$ cat src/rtl/bitpacker_arbiter.sv
// bitpacker_arbiter
//   Shares one bitpacker between N_REQ Huffman-encoder requesters. One
//   requester owns the bitpacker for a whole coded block (until its beat with
//   req_last is accepted); ownership rotates round-robin. Accepted codes are
//   registered onto pack_* one cycle later. The bit position modulo 8 is
//   tracked so that a flush can pad with 1-bits up to the next byte boundary.
//
// Ports
//   clock, reset            : rising-edge clock, synchronous active-high reset
//   req_valid/ready/last    : per-requester handshake (N_REQ bits each)
//   req_data   [32*N_REQ]   : right-aligned code of requester i at [32*i +: 32]
//   req_length [6*N_REQ]    : code length of requester i at [6*i +: 6], 0..32
//   grant      [N_REQ]      : one-hot current owner, zero when none
//   flush_req / flush_done  : level request / one-cycle completion pulse
//   pack_valid/data/length  : bitpacker data_in_valid / data_in / input_length
//   busy                    : high whenever the arbiter is not idle
module bitpacker_arbiter #(
  parameter int N_REQ = 3
) (
  input  logic                 clock,
  input  logic                 reset,
  input  logic [N_REQ-1:0]     req_valid,
  input  logic [32*N_REQ-1:0]  req_data,
  input  logic [6*N_REQ-1:0]   req_length,
  input  logic [N_REQ-1:0]     req_last,
  output logic [N_REQ-1:0]     req_ready,
  output logic [N_REQ-1:0]     grant,
  input  logic                 flush_req,
  output logic                 flush_done,
  output logic                 pack_valid,
  output logic [31:0]          pack_data,
  output logic [5:0]           pack_length,
  output logic                 busy
);

  localparam int DATA_W = 32;
  localparam int LEN_W  = 6;
  localparam int IDX_W  = (N_REQ > 1) ? $clog2(N_REQ) : 1;

  typedef enum logic [1:0] {IDLE, GRANT, PAD, DONE} state_t;

  state_t             state, state_nxt;
  logic [IDX_W-1:0]   rr_ptr, rr_ptr_nxt;
  logic [2:0]         bit_pos, bit_pos_nxt;
  logic [N_REQ-1:0]   grant_q, grant_nxt;
  logic               flush_done_q, flush_done_nxt;

  logic               vld_p1, vld_nxt;
  logic [DATA_W-1:0]  data_p1, data_nxt;
  logic [LEN_W-1:0]   len_p1, len_nxt;

  logic               sel_valid;
  logic [DATA_W-1:0]  sel_data;
  logic [LEN_W-1:0]   sel_len;
  logic [LEN_W-1:0]   sel_len_sat;
  logic               sel_last;
  logic [IDX_W-1:0]   sel_idx;

  logic               found;
  logic [IDX_W-1:0]   pick_idx;
  logic [IDX_W-1:0]   cand_idx;

  // Lengths above the 32-bit code width are clamped rather than wrapped.
  function automatic logic [LEN_W-1:0] sat_len(input logic [LEN_W-1:0] len);
    return (len > LEN_W'(DATA_W)) ? LEN_W'(DATA_W) : len;
  endfunction

  // Number of padding bits needed to reach the next byte boundary.
  function automatic logic [LEN_W-1:0] pad_len(input logic [2:0] pos);
    return LEN_W'(4'd8 - {1'b0, pos});
  endfunction

  // Padding pattern: pad_len(pos) one-bits, right-aligned.
  function automatic logic [DATA_W-1:0] pad_ones(input logic [2:0] pos);
    return (DATA_W'(1) << pad_len(pos)) - DATA_W'(1);
  endfunction

  // Steer the owning requester's beat; grant_q is one-hot or zero.
  always_comb begin
    sel_valid = 1'b0;
    sel_data  = '0;
    sel_len   = '0;
    sel_last  = 1'b0;
    sel_idx   = '0;
    for (int i = 0; i < N_REQ; i++) begin
      if (grant_q[i]) begin
        sel_valid = req_valid[i];
        sel_data  = req_data[DATA_W*i +: DATA_W];
        sel_len   = req_length[LEN_W*i +: LEN_W];
        sel_last  = req_last[i];
        sel_idx   = IDX_W'(i);
      end
    end
    sel_len_sat = sat_len(sel_len);
  end

  // Round-robin search: first valid requester at or after rr_ptr, with wrap.
  always_comb begin
    found    = 1'b0;
    pick_idx = '0;
    cand_idx = '0;
    for (int k = 0; k < N_REQ; k++) begin
      cand_idx = IDX_W'((int'(rr_ptr) + k) % N_REQ);
      if (!found && req_valid[cand_idx]) begin
        found    = 1'b1;
        pick_idx = cand_idx;
      end
    end
  end

  always_comb begin
    state_nxt      = state;
    grant_nxt      = grant_q;
    rr_ptr_nxt     = rr_ptr;
    bit_pos_nxt    = bit_pos;
    flush_done_nxt = 1'b0;
    vld_nxt        = 1'b0;
    data_nxt       = data_p1;
    len_nxt        = len_p1;

    case (state)
      IDLE: begin
        if (flush_req) begin
          state_nxt = PAD;
        end else if (found) begin
          state_nxt = GRANT;
          grant_nxt = N_REQ'(1) << pick_idx;
        end
      end

      GRANT: begin
        if (sel_valid) begin
          // Zero-length beats are consumed but never reach the bitpacker.
          if (sel_len_sat != '0) begin
            vld_nxt     = 1'b1;
            data_nxt    = sel_data;
            len_nxt     = sel_len_sat;
            bit_pos_nxt = bit_pos + sel_len_sat[2:0];
          end
          if (sel_last) begin
            state_nxt  = IDLE;
            grant_nxt  = '0;
            rr_ptr_nxt = (sel_idx == IDX_W'(N_REQ - 1)) ? '0 : sel_idx + IDX_W'(1);
          end
        end
      end

      PAD: begin
        if (bit_pos != 3'd0) begin
          vld_nxt  = 1'b1;
          data_nxt = pad_ones(bit_pos);
          len_nxt  = pad_len(bit_pos);
        end
        bit_pos_nxt    = 3'd0;
        flush_done_nxt = 1'b1;
        state_nxt      = DONE;
      end

      DONE: begin
        state_nxt = IDLE;
      end

      default: begin
        state_nxt = IDLE;
      end
    endcase
  end

  // ---- stage p1: registered control state and forwarded beat ----
  always_ff @(posedge clock) begin
    if (reset) begin
      state        <= IDLE;
      rr_ptr       <= '0;
      bit_pos      <= 3'd0;
      grant_q      <= '0;
      flush_done_q <= 1'b0;
      vld_p1       <= 1'b0;
      data_p1      <= '0;
      len_p1       <= '0;
    end else begin
      state        <= state_nxt;
      rr_ptr       <= rr_ptr_nxt;
      bit_pos      <= bit_pos_nxt;
      grant_q      <= grant_nxt;
      flush_done_q <= flush_done_nxt;
      vld_p1       <= vld_nxt;
      data_p1      <= data_nxt;
      len_p1       <= len_nxt;
    end
  end

  // req_ready mirrors the registered grant: only the owner may transfer.
  assign grant       = grant_q;
  assign req_ready   = grant_q;
  assign flush_done  = flush_done_q;
  assign pack_valid  = vld_p1;
  assign pack_data   = data_p1;
  assign pack_length = len_p1;
  assign busy        = (state != IDLE);

endmodule
$ cat config.mk
export PLATFORM = sky130hd
export DESIGN_NAME = bitpacker_arbiter
export DESIGN_NICKNAME = d
export VERILOG_FILES = /design/src/rtl/bitpacker_arbiter.sv
export SDC_FILE = /design/constraint.sdc
export NUM_CORES = 1
export LEC_CHECK = 0
export BUFFER_PORTS_ARGS = -buffer_cell sky130_fd_sc_hd__clkbuf_2
export CAP_MARGIN = 20
export CORE_MARGIN = 2
export CORE_UTILIZATION = 52
export DETAILED_ROUTE_END_ITERATION = 8
export HOLD_SLACK_MARGIN = 0.02
export PLACE_DENSITY = 0.89
export SKIP_LAST_GASP = 1
export SYNTH_ARGS = -nofsm -noshare
export SYNTH_HDL_FRONTEND = slang
export SYNTH_SLANG_ARGS = --single-unit
$ cat constraint.sdc
create_clock -name clock -period 4.5 [get_ports clock]
set_input_delay 1.35 -clock clock [delete_from_list [all_inputs] [get_ports clock]]
set_output_delay 1.35 -clock clock [all_outputs]
set_load 0.05 [all_outputs]
# Word-level counts from Yosys, hierarchy flattened
# Index checks and enable logic that the tools add are counted.
# op_classes
add_sub_neg,6
mul,0
div,3
order_cmp,4
n_eq_ne,11
shifts,2
n_mux,54
bitwise,0
n_reduce_logical,15
# op_table
op,count
32-bit two-way mux,6
32-bit by 3-bit remainder unit with 32-bit output (second input constant),2
32-bit one-hot mux with 2 select lines,1
6-bit two-way mux,7
3-bit by 3-bit remainder unit with 32-bit output (second input constant),1
1-bit by 6-bit left shift with 32-bit output (first input constant),1
32-bit by 2-bit subtractor with 32-bit output (second input constant),1
2-bit two-way mux,9
3-bit two-way mux,6
1-bit two-way mux,17
2-bit != test (second input constant),6
3-bit one-hot mux with 2 select lines,2
6-bit one-hot mux with 2 select lines,1
2-bit by 3-bit less-than comparator with 1-bit output (second input constant),3
3-bit AND reduction,3
2-bit one-hot mux with 4 select lines,1
1-bit binary-select mux with 2-bit select,3
2-bit equality test (second input constant),3
6-bit > comparator (second input constant),1
2-bit nonzero test,3
6-bit nonzero test,1
5-bit AND reduction,1
4-bit by 3-bit subtractor with 5-bit output (first input constant),1
4-bit AND reduction,1
other kinds (12),14
# word_totals
register_bits,50
latch_bits,0
ram_bits,0
mem_bits_ro,0
in_bits,123
output_inout_bits,47
elab_cells,103
n_memories,0

# Depth between registers and ports, before layout
# logic_depth
depth_word,14
ltp_mapped,13
ltp_nobuf,11

# Least setup slack after synthesis
# OpenSTA, ideal clock, no wires.
# synth_path
path_type,input-to-reg
startpoint,input req_length[11]
endpoint,register bit_pos[2]
setup_time_ns,0.062
arrival_ns,2.943
t_required_ns,4.438
path_slack_ns,1.495
path_stages,9
n_path_buf,0
cell_sequence,a21oi_1 a21oi_1 nor2_1 ha_1 inv_1 fa_1 xor2_1 a2111o_1 nand3_1
# synth_via
elab_chain_len,8
elab_cells_between_ends,11
classes_between,add/sub (1); order compare (1); eq/ne (1); mux (6); reduce/logical (2)
# synth_rtl
element,line,rtl
from (decl),24,"input logic [6*N_REQ-1:0] req_length,"
6-bit two-way mux * (2 in series),86,if (grant_q[i]) begin
6-bit > comparator,65,return (len > LEN_W'(DATA_W)) ? LEN_W'(DATA_W) : len;
6-bit two-way mux *,65,
3-bit adder,138,bit_pos_nxt = bit_pos + sel_len_sat[2:0];
3-bit two-way mux,134,if (sel_len_sat != '0) begin
3-bit two-way mux,132,if (sel_valid) begin
3-bit one-hot mux with 2 select lines,121,case (state)
to (signal assigned),183,bit_pos <= bit_pos_nxt;
to (decl),44,"logic [2:0] bit_pos, bit_pos_nxt;"
# Mark *: on every way between the ends. The rest lies on a longest branch, timed or not. The select of a mux whose other input is x is not followed.
# A chain may end at the register's enable or synchronous reset.

# Worst setup path after layout
# layout_path
startpoint,register bit_pos[0]
endpoint,"register data_p1[16], in the netlist pack_data[16]"
# layout_via
elab_chain_len,5
elab_cells_between_ends,8
classes_between,add/sub (2); eq/ne (1); shift (1); mux (2); reduce/logical (2)
# layout_rtl
element,line,rtl
4-bit by 3-bit subtractor with 5-bit output,70,"return LEN_W'(4'd8 - {1'b0, pos});"
1-bit by 6-bit left shift with 32-bit output,75,return (DATA_W'(1) << pad_len(pos)) - DATA_W'(1);
32-bit by 2-bit subtractor with 32-bit output,75,
32-bit two-way mux,149,if (bit_pos != 3'd0) begin
32-bit one-hot mux with 2 select lines,121,
to (signal assigned),187,data_p1 <= data_nxt;
to (decl),49,"logic [DATA_W-1:0] data_p1, data_nxt;"
# Parallel ways exist; a longest one is shown, timed or not. The select of a mux whose other input is x is not followed.

==> run metrics <==
status completed; Final Wtd Congestion 0.878; CTS H-tree lvls 2; Die Width 88.9 microns; pwr dens 511 mW/mm^2; flops & latches, synth 50; Hold Violations, Final 0; ant diodes 0; share of cells above drive strength 1 0.309; post-synthesis area per instance 7.28 sq um; Syn-to-layout area delta 22.2%; Netlist cell types 61; I/O pins 170; RSZ-0062 raised after global routing false; vias in the first global route 3729; FFs w/ async S/R, synth 0; crit end category flip-flop; CTS resizes 0; Clk Tree Root Cell clkbuf_8; GRT Total Usage 0.278; Initial Util 0.546; reg2reg start bit_pos[0]; Avg WL per Cell 15.6 microns; GR Overflow Total 0; core area 0.00687 sq mm; Iter 0 DRT Violations 335; crit path max fanout 22; initial antenna violation count 0; R2R depth 11; Post-synth top flop dfxtp_1; YS warnings 0; Final nets 781; Post-Route WL 11.5 mm; drt drc 0; skew final slightly above 0.01 ns; final setup fails 0; largest net degree at the start of global routing 64; commonest non-fill, non-tap cell in the layout clkbuf_2; Period minus WS final 3.49 ns; r2r endpoint pack_data[16]; Mapped Area 0.00375 sq mm; Clock Path Buffers 2; fin util 0.668; clock latency on the worst-skew pair around 0.31 ns; Syn Nets 654; Vias/cell 5.97; Leakage roughly 1.9 nW; Hold-fix buffers, CTS 0; DRT Pass-1 Iters 6; Setup Buffers After CTS 0; Worst Hold End pack_data[8]; crit path kind flip-flop to flip-flop; CTS tree built; crit share post-route 0.776; Synth Instances 515; setup TNS 0 ns; Critical Path RT 4.73 ns; hold path cells 2; clock slew at reported path FFs 0.09 ns; Tightest Pin Transition 1.02 ns; CTS Buf Count 5; Max-Cap Viols 0; Detailed Place HPWL 8.66 mm; sequential-to-total area share from yosys stat 0.267; commonest cells after routing, fill and taps aside 169 x clkbuf_2, 64 x nor2_1, 58 x nor3_1, 48 x nand2_1, 48 x dfxtp_1; r2r setup slk 1.01 ns; routed vias 4410; Sink Count 50; Port Buf Inserts 169; CP Launch Type flip-flop; Die ar. 0.00791 sq mm; max-slew violations 0; Max VDD drop 413 uV; Layout fillers 611; relative slew slack 0.323; min-delay src pack_data[8]; std cell rows 30; CP Data Arrival Time ~3.7 ns; first-pass GRT wire length 17.5 mm; Post-synth EDFFs 0; die height 88.9 microns; HP Class flip-flop to flip-flop; antenna viol nets, final 0; Max Fclk 287 MHz
-- how the worst max path moves through the flow --
| stage | startpoint | end | slack, ns | cells after the start |
|---|---|---|---|---|
| after global routing | bit_pos[0] | pack_data[20] | 0.68 | 11 |
| final | bit_pos[0] | pack_data[16] | 1.01 | 11 |
| after CTS | bit_pos[0] | pack_data[16] | 1.11 | 11 |
| after floorplan | req_length[11] | bit_pos[2] | 1.49 | 9 |
| after detailed placement | req_length[11] | pack_data[12] | 1.11 | 8 |
| after global placement | req_length[11] | pack_data[12] | 1.19 | 8 |
-- power breakdown --
group          total, mW  internal (mW)  switching (mW)
sequential         0.608          0.540          0.0675
clock              0.268          0.110           0.158
combinational       1.47          0.460            1.01
-- sequential cells by signal, summed over array words and instances, names as in the netlist --
| signal | count |
|---|---|
| rr_ptr | 2 |
| grant | 3 |
| pack_data | 32 |
| pack_valid | 1 |
| state | 2 |
| pack_length | 6 |
| bit_pos | 3 |
| flush_done | 1 |
-- metal layers --
layer | part of all wire | vias up | global-route usage
met5 | 0 | - | 0
met4 | 0.025 | 0 | 0.0855
met3 | 0.076 | 27 | 0.0379
met2 | 0.49 | 228 | 0.480
met1 | 0.41 | 2027 | 0.362
li1 | - | 2128 | -
-- Yosys cell counts, types with 5 or more instances --
library cell  count  area, sq um
nor2_1           64          240
nor3_1           58          290
dfxtp_1          50         1000
nand2_1          48          180
a21oi_1          42          210
clkbuf_1         33          124
a221oi_1         19          166
o21ai_0          18         90.1
inv_1            16         60.1
ha_1             15          188
o211ai_1         15          113
a211oi_1         11         82.6
a22oi_1          11         82.6
nand3_1          10         50.1
nand3b_1         10         75.1
nor2b_1          10         62.6
buf_2             9         45.0
buf_4             6         45.0
buf_6             5         56.3
-- stage by stage --
step | setup slack, ns | hold slack (ns) | power [mW] | area (sq um) | std cells
after floorplan | 1.49 | 0.449 | 1.79 | 3750 | 515
final | 1.01 | 0.458 | 2.34 | 4590 | 739
after CTS | 1.11 | 0.459 | 2.33 | 4570 | 738
after global placement | 1.19 | 0.440 | 2.03 | 4480 | 730
after global routing | 0.682 | 0.485 | 2.51 | 4590 | 739
after detailed placement | 1.11 | 0.448 | 2.07 | 4480 | 730
-- cell families after synthesis --
group                      count (synthesis)  synth area share
adders and majority gates                 18            0.0610
buffers and inverters                     71            0.0901
muxes                                      5            0.0140
AOI/OAI and AO/OA                        153             0.288
DFF                                       50             0.267
and+or+nand+nor                          215             0.273
xor gates and xnor gates                   3           0.00701
-- worst max-delay path, cell delays in order, from the launching register on --
cell     delay (ns)
dfxtp_1        0.49
inv_1          0.15
ha_1           0.23
ha_1           0.68
nor2_1         0.20
nand2_1        0.15
ha_1           0.41
o21a_1         0.28
o31a_1         0.19
and3_1         0.37
nor3_1         0.10
nor3_1         0.15
-- layout make-up --
cell class / count / area [sq um] / share of cell area
flip-flops and latches: 50 / 1000 / 0.219
clock inverters: 3 / 21.3 / 0.00464
repair buffers: 174 / 891 / 0.194
clock buffers: 5 / 68.8 / 0.0150
multi-input cells: 394 / 2420 / 0.527
well taps: 96 / 120 / 0.0262
inverters: 17 / 63.8 / 0.0139
No activity file was read; power rests on OpenSTA's default activity.
